$ cat src/rtl/vending_credit.sv
// Coin-operated vending credit controller: accumulates coin credit, releases the
// product once PRICE is reached, and pays out any surplus or refund in CHANGE_UNIT pulses.
module vending_credit #(
    parameter int PRICE       = 15,
    parameter int COIN1       = 5,
    parameter int COIN2       = 10,
    parameter int COIN3       = 25,
    parameter int CHANGE_UNIT = 5,
    parameter int CREDIT_W    = 6
) (
    input  logic                clk,
    input  logic                rst,
    input  logic [1:0]          coin,
    input  logic                cancel,
    output logic                dispense,
    output logic                change_pulse,
    output logic [CREDIT_W-1:0] credit,
    output logic                busy,
    output logic                coin_reject
);

    typedef enum logic [1:0] {
        IDLE    = 2'b00,
        COLLECT = 2'b01,
        VEND    = 2'b10,
        CHANGE  = 2'b11
    } state_t;

    // Coin sums are formed one bit wider than the credit register so overflow is visible.
    localparam logic [CREDIT_W:0]   COIN1_X  = (CREDIT_W+1)'(COIN1);
    localparam logic [CREDIT_W:0]   COIN2_X  = (CREDIT_W+1)'(COIN2);
    localparam logic [CREDIT_W:0]   COIN3_X  = (CREDIT_W+1)'(COIN3);
    localparam logic [CREDIT_W:0]   PRICE_X  = (CREDIT_W+1)'(PRICE);
    localparam logic [CREDIT_W:0]   MAX_X    = {1'b0, {CREDIT_W{1'b1}}};
    localparam logic [CREDIT_W-1:0] PRICE_W  = CREDIT_W'(PRICE);
    localparam logic [CREDIT_W-1:0] CHANGE_W = CREDIT_W'(CHANGE_UNIT);

    state_t              state_q, state_d;
    logic [CREDIT_W-1:0] credit_q, credit_d;
    logic                reject_q, reject_d;
    logic [CREDIT_W:0]   coin_val;
    logic [CREDIT_W:0]   sum;

    always_comb begin
        coin_val = '0;
        case (coin)
            2'b01:   coin_val = COIN1_X;
            2'b10:   coin_val = COIN2_X;
            2'b11:   coin_val = COIN3_X;
            default: coin_val = '0;
        endcase
        sum = {1'b0, credit_q} + coin_val;
    end

    always_comb begin
        state_d  = state_q;
        credit_d = credit_q;
        reject_d = 1'b0;
        case (state_q)
            IDLE, COLLECT: begin
                // Cancel takes priority over a simultaneous coin; only prior credit is refunded.
                if (state_q == COLLECT && cancel) begin
                    reject_d = (coin != 2'b00);
                    state_d  = (credit_q == '0) ? IDLE : CHANGE;
                end else if (coin != 2'b00) begin
                    if (sum > MAX_X) begin
                        reject_d = 1'b1;
                    end else begin
                        credit_d = sum[CREDIT_W-1:0];
                        state_d  = (sum >= PRICE_X) ? VEND : COLLECT;
                    end
                end
            end
            VEND: begin
                reject_d = (coin != 2'b00);
                if (credit_q <= PRICE_W) begin
                    credit_d = '0;
                    state_d  = IDLE;
                end else begin
                    credit_d = credit_q - PRICE_W;
                    state_d  = CHANGE;
                end
            end
            CHANGE: begin
                reject_d = (coin != 2'b00);
                if (credit_q <= CHANGE_W) begin
                    credit_d = '0;
                    state_d  = IDLE;
                end else begin
                    credit_d = credit_q - CHANGE_W;
                end
            end
            default: begin
                credit_d = '0;
                state_d  = IDLE;
            end
        endcase
    end

    always_ff @(posedge clk) begin
        if (!rst) begin
            state_q  <= IDLE;
            credit_q <= '0;
            reject_q <= 1'b0;
        end else begin
            state_q  <= state_d;
            credit_q <= credit_d;
            reject_q <= reject_d;
        end
    end

    always_comb begin
        dispense     = (state_q == VEND);
        change_pulse = (state_q == CHANGE);
        busy         = (state_q == VEND) || (state_q == CHANGE);
        credit       = credit_q;
        coin_reject  = reject_q;
    end

endmodule

$ cat config.mk
export PLATFORM = sky130hd
export DESIGN_NAME = vending_credit
export DESIGN_NICKNAME = d
export VERILOG_FILES = /design/src/rtl/vending_credit.sv
export SDC_FILE = /design/constraint.sdc
export NUM_CORES = 1
export LEC_CHECK = 0
export ABC_AREA = 0
export CORE_MARGIN = 2
export CORE_UTILIZATION = 34
export CTS_CLUSTER_DIAMETER = 60
export CTS_CLUSTER_SIZE = 24
export DETAILED_ROUTE_END_ITERATION = 10
export PLACE_DENSITY = 0.57
export SYNTH_ARGS = -nofsm -noshare
export SYNTH_HDL_FRONTEND = slang
export SYNTH_SLANG_ARGS = --single-unit
$ cat constraint.sdc
create_clock -name clk -period 4.25 [get_ports clk]
set_input_delay 0.6375 -clock clk [delete_from_list [all_inputs] [get_ports clk]]
set_output_delay 0.6375 -clock clk [all_outputs]
set_load 0.01 [all_outputs]
=== After elaboration in Yosys (flattened, before gate mapping) ===
Cells that the tools add are included.

* Flip-flop bits (word level): 9
* Bits of input ports: 5
* Logic and storage cells: 50

* Order comparisons: 4
* Mux-type cells: 19
* Equal/unequal tests: 12
* Reduce and logical (&&, ||, !) cells: 9
* Add/subtract/negate cells: 3

{| class="wikitable"
|+ Operators by type and width
! kind !! number
|-
| 2-to-1 mux 6 bit || 5
|-
| case mux 6 bit (3 select lines) || 1
|-
| case mux 5 bit (3 select lines) || 1
|-
| 2-to-1 mux 2 bit || 7
|-
| equality test 2 bit, second input constant || 4
|-
| adder 6 x 7 -> 7 bit || 1
|-
| greater-or-equal comparator 7 x 4 -> 1 bit, second input constant || 1
|-
| greater-than comparator 7 x 6 -> 1 bit, second input constant || 1
|-
| less-or-equal comparator 6 x 3 -> 1 bit, second input constant || 1
|-
| less-or-equal comparator 6 x 4 -> 1 bit, second input constant || 1
|-
| zero test 6 bit || 1
|-
| inequality test 2 bit, second input constant || 3
|-
| inequality test 3 bit, second input constant || 2
|-
| case mux 2 bit (3 select lines) || 1
|-
| AND reduction 3 bit || 2
|-
| subtractor 6 x 3 -> 6 bit, second input constant || 1
|-
| subtractor 6 x 4 -> 6 bit, second input constant || 1
|-
| equality test 2 x 1 -> 1 bit, second input constant || 2
|-
| OR reduction 2 bit || 2
|-
| 2-to-1 mux 1 bit || 3
|-
| zero test 2 bit || 1
|-
| inequality test 2 x 1 -> 1 bit, second input constant || 1
|-
| case mux 1 bit (2 select lines) || 1
|-
| nonzero test 2 bit || 1
|-
| other kinds (2) || 2
|}

=== Longest topological paths before layout ===
* Depth in word-level cells: 9
* Depth in mapped cells: 8

=== Worst setup path before layout ===
Ideal clock, no wire load.

* Path kind: input to register
* Start: in coin[0]
* End: reg credit_q[1] (netlist: credit[1])
* Setup slack: 1.644 ns
* Cell stages on the path: 7
* Arrival time: 2.487 ns
* Required time: 4.131 ns
* Cells stage by stage: ha_1 fa_1 a211oi_2 o21bai_2 a21oi_4 mux2_2 o221a_2

* Word-level cells in the longest chain between the ends: 7
* Elaborated cells on any way between the ends: 14

{| class="wikitable"
|+ RTL lines
! item !! line !! RTL
|-
| start: declaration || 13 || <nowiki>input logic [1:0] coin,</nowiki>
|-
| branches (longest 7 deep; another with adder 6 x 7 -> 7 bit) || - ||
|-
| end signal: assignment || 107 || <nowiki>credit_q <= credit_d;</nowiki>
|-
| end: declaration || 39 || <nowiki>logic [CREDIT_W-1:0] credit_q, credit_d;</nowiki>
|}

Several ways; the timed one is not identified. The select of a mux whose other input is x is not followed.
A chain may end at the register's enable or synchronous reset.

=== Worst setup path in the final report ===
Same ends and word-level chain as after synthesis.

==> run metrics <==
FF-to-FF Start credit[0]; Placed Area 1190 um2; share of post-route cells with drive strength above 1 8.15%; largest net degree at the start of global routing 21; Synth top area share 16.9%; HP Class register to register; routability congestion estimate 0.736; Final nets 151; power per cell area 617 nW/um2; io pins 15; Detail Placement HPWL 1.97 mm; clock buffer depth 2; global route total overflow 0; CP endpoint kind register; status completed; hold_buf cts 0; Via density 5.58; area grow syn2layout 14.6%; Async SR Flop Fraction 0%; final instance area 1220 um2; antenna violations before repair 0; max-cap viol count 0; Starting Density 35.2%; clk root buf clkbuf_4; hold depth 2; final std cells w/o fill 179; number of global-route vias before repair 958; FF+latch count, synth 9; Post-synth EDFFs 0; clock slew at reported path FFs 0.06 ns; Pint 0.393 mW; postcts setup bufs 0; Warnings, synthesis 0; type of origin of the critical path input port; min cycle time layout 3.04 ns; setup slack at placement 0.926 ns; critical path type input port to register; Fin. Hold Viols 0; post-synth cell types 47; Post-Syn Nets 142; R2R cell count 7; dpl cells 175; Hold Slack 0.713 ns; first-pass GRT wire length 4.44 mm; P_leak 0.484 nW; Comb pwr share 62.0%; Worst-Skew Late Latency 0.26 ns; Global Route Usage Sum 16.4%; Reg-to-Reg End credit[1]; multi-input logic area 805 um2; Net Sw Power 0.360 mW; Mapped Area 1070 um2; Reg power frac 29.0%; register area share after synthesis 16.9%; Post-CTS Resized 0; relative slew slack 60.2%; DRC 0; FILL cells 311; measured slew at the worst slew-check pin 0.596 ns; syn_area_per_cell 8.39 um2; crit path DAT 3.20 ns; Synth Flop Type dfxtp_1; clock share of power 9.0%; Core ar. 3030 um2; Slew Limit Fails 0; register area 180 um2; Vias 999; Wirelength per Cell 14.7 um; instance count of the mapped netlist 127; FF-to-FF setup slack 1.70 ns; antenna viol nets, final 0; Setup Viol. Count Final 0; Hold Crit Start credit[5]; maximum clock rate 329 MHz; Clock Sinks 9; top cells by count, synth dfxtp_1 (9), ha_1 (9), nor2_1 (8), o21ai_0 (7), a21oi_1 (6); switch share 47.8%; TNS Setup 0 ns; total CTS buffers 3; critical path fanouts, max 7; FP Rows 20; worst clock skew 0.00253 ns; clock tree from TritonCTS yes; die area 3600 um2; final wirelength 2.63 mm; Die W 60.0 um; # port buffers 14; htree depth 1; # diodes 0; crit share post-route 71.5%; RSZ-0062 raised after global routing no; starting DRC count in detailed routing 29; drt pass-1 iters 4; Min-Delay Endpoint coin_reject; Critical Path RT 4.41 ns; final worst slack 1.21 ns; Synth area leader dfxtp_1; Peak supply drop 0.210 mV; Die Ht 60.0 um; synth top area cells dfxtp_1 (17%), ha_1 (11%), o21ai_0 (3.3%)
[worst max-delay path by stage]
stage	start	endpoint	slack, ns	cells after the start
floorplan	coin[0]	credit[1]	1.64	7
global placement	coin[0]	credit[1]	1.04	8
detailed placement	coin[0]	credit[1]	0.93	8
CTS	coin[0]	credit[1]	1.20	8
global route	coin[0]	credit[1]	1.09	8
finish	coin[0]	credit[1]	1.21	8
[state kept, by name, indices dropped and copies added (netlist names)]
name,cells
state_q,2
coin_reject,1
credit,6
[cells in the final DEF (no fill, tap or decap), types with 3 or more instances in the layout]
master and count:
clkdlybuf4s50_1 14, ha_1 9, dfxtp_1 9, nor2_1 8
o21ai_0 7, a21oi_1 6, nand2_1 5, inv_1 4
o31ai_1 4, xor2_1 4, nor2b_1 3, and2_1 3
mux2_2 3, xnor2_1 3, o21a_1 3, mux2i_1 3
clkbuf_4 3
[metal layers]
metal / global-route usage, % / wire (um)
met1: 20.8 / 1260
met2: 26.4 / 1220
met3: 4.11 / 99
met4: 6.35 / 49
met5: 0 / 0
[worst max-delay path: stages]
cell	delay, ns
clkdlybuf4s50_1	0.51
ha_1	0.31
fa_1	0.42
a211oi_2	0.28
o21bai_2	0.15
a21oi_4	0.25
mux2_2	0.36
o221a_2	0.26
[power groups by stage]
stage          Sequential (mW)  Clock [mW]  Combinational (mW)
6_report                 0.219      0.0675               0.467
2_1_floorplan            0.167           0               0.387
3_3_place_gp             0.218           0               0.458
5_1_grt                  0.229      0.0756               0.517
3_5_place_dp             0.219           0               0.463
4_1_cts                  0.217      0.0686               0.468
[cell type report]
class | instances | area share, %
clock buffer | 4 | 2.15
inverter | 4 | 1.23
multi-input combinational | 104 | 65.9
sequential | 9 | 14.8
tap | 44 | 4.51
timing repair buffer | 14 | 11.5
[logic make-up after synthesis]
| group | Yosys count | share of synthesized area, % |
|---|---|---|
| AOI/OAI and AO/OA | 48 | 34.5 |
| xor gates and xnor gates | 7 | 5.75 |
| adders and majority gates | 10 | 12.4 |
| buffers and inverters | 14 | 7.63 |
| DFF | 9 | 16.9 |
| muxes | 6 | 5.99 |
| and+or+nand+nor | 33 | 16.8 |
[stage by stage]
| step | total power [mW] | utilization (%) |
|---|---|---|
| finish | 0.753 | 40.3 |
| floorplan | 0.555 | - |
| global route | 0.822 | 40.3 |
| CTS | 0.754 | 40.3 |
| global placement | 0.676 | 39.5 |
| detailed placement | 0.682 | 39.5 |
No activity file was read; power rests on OpenSTA's default activity.
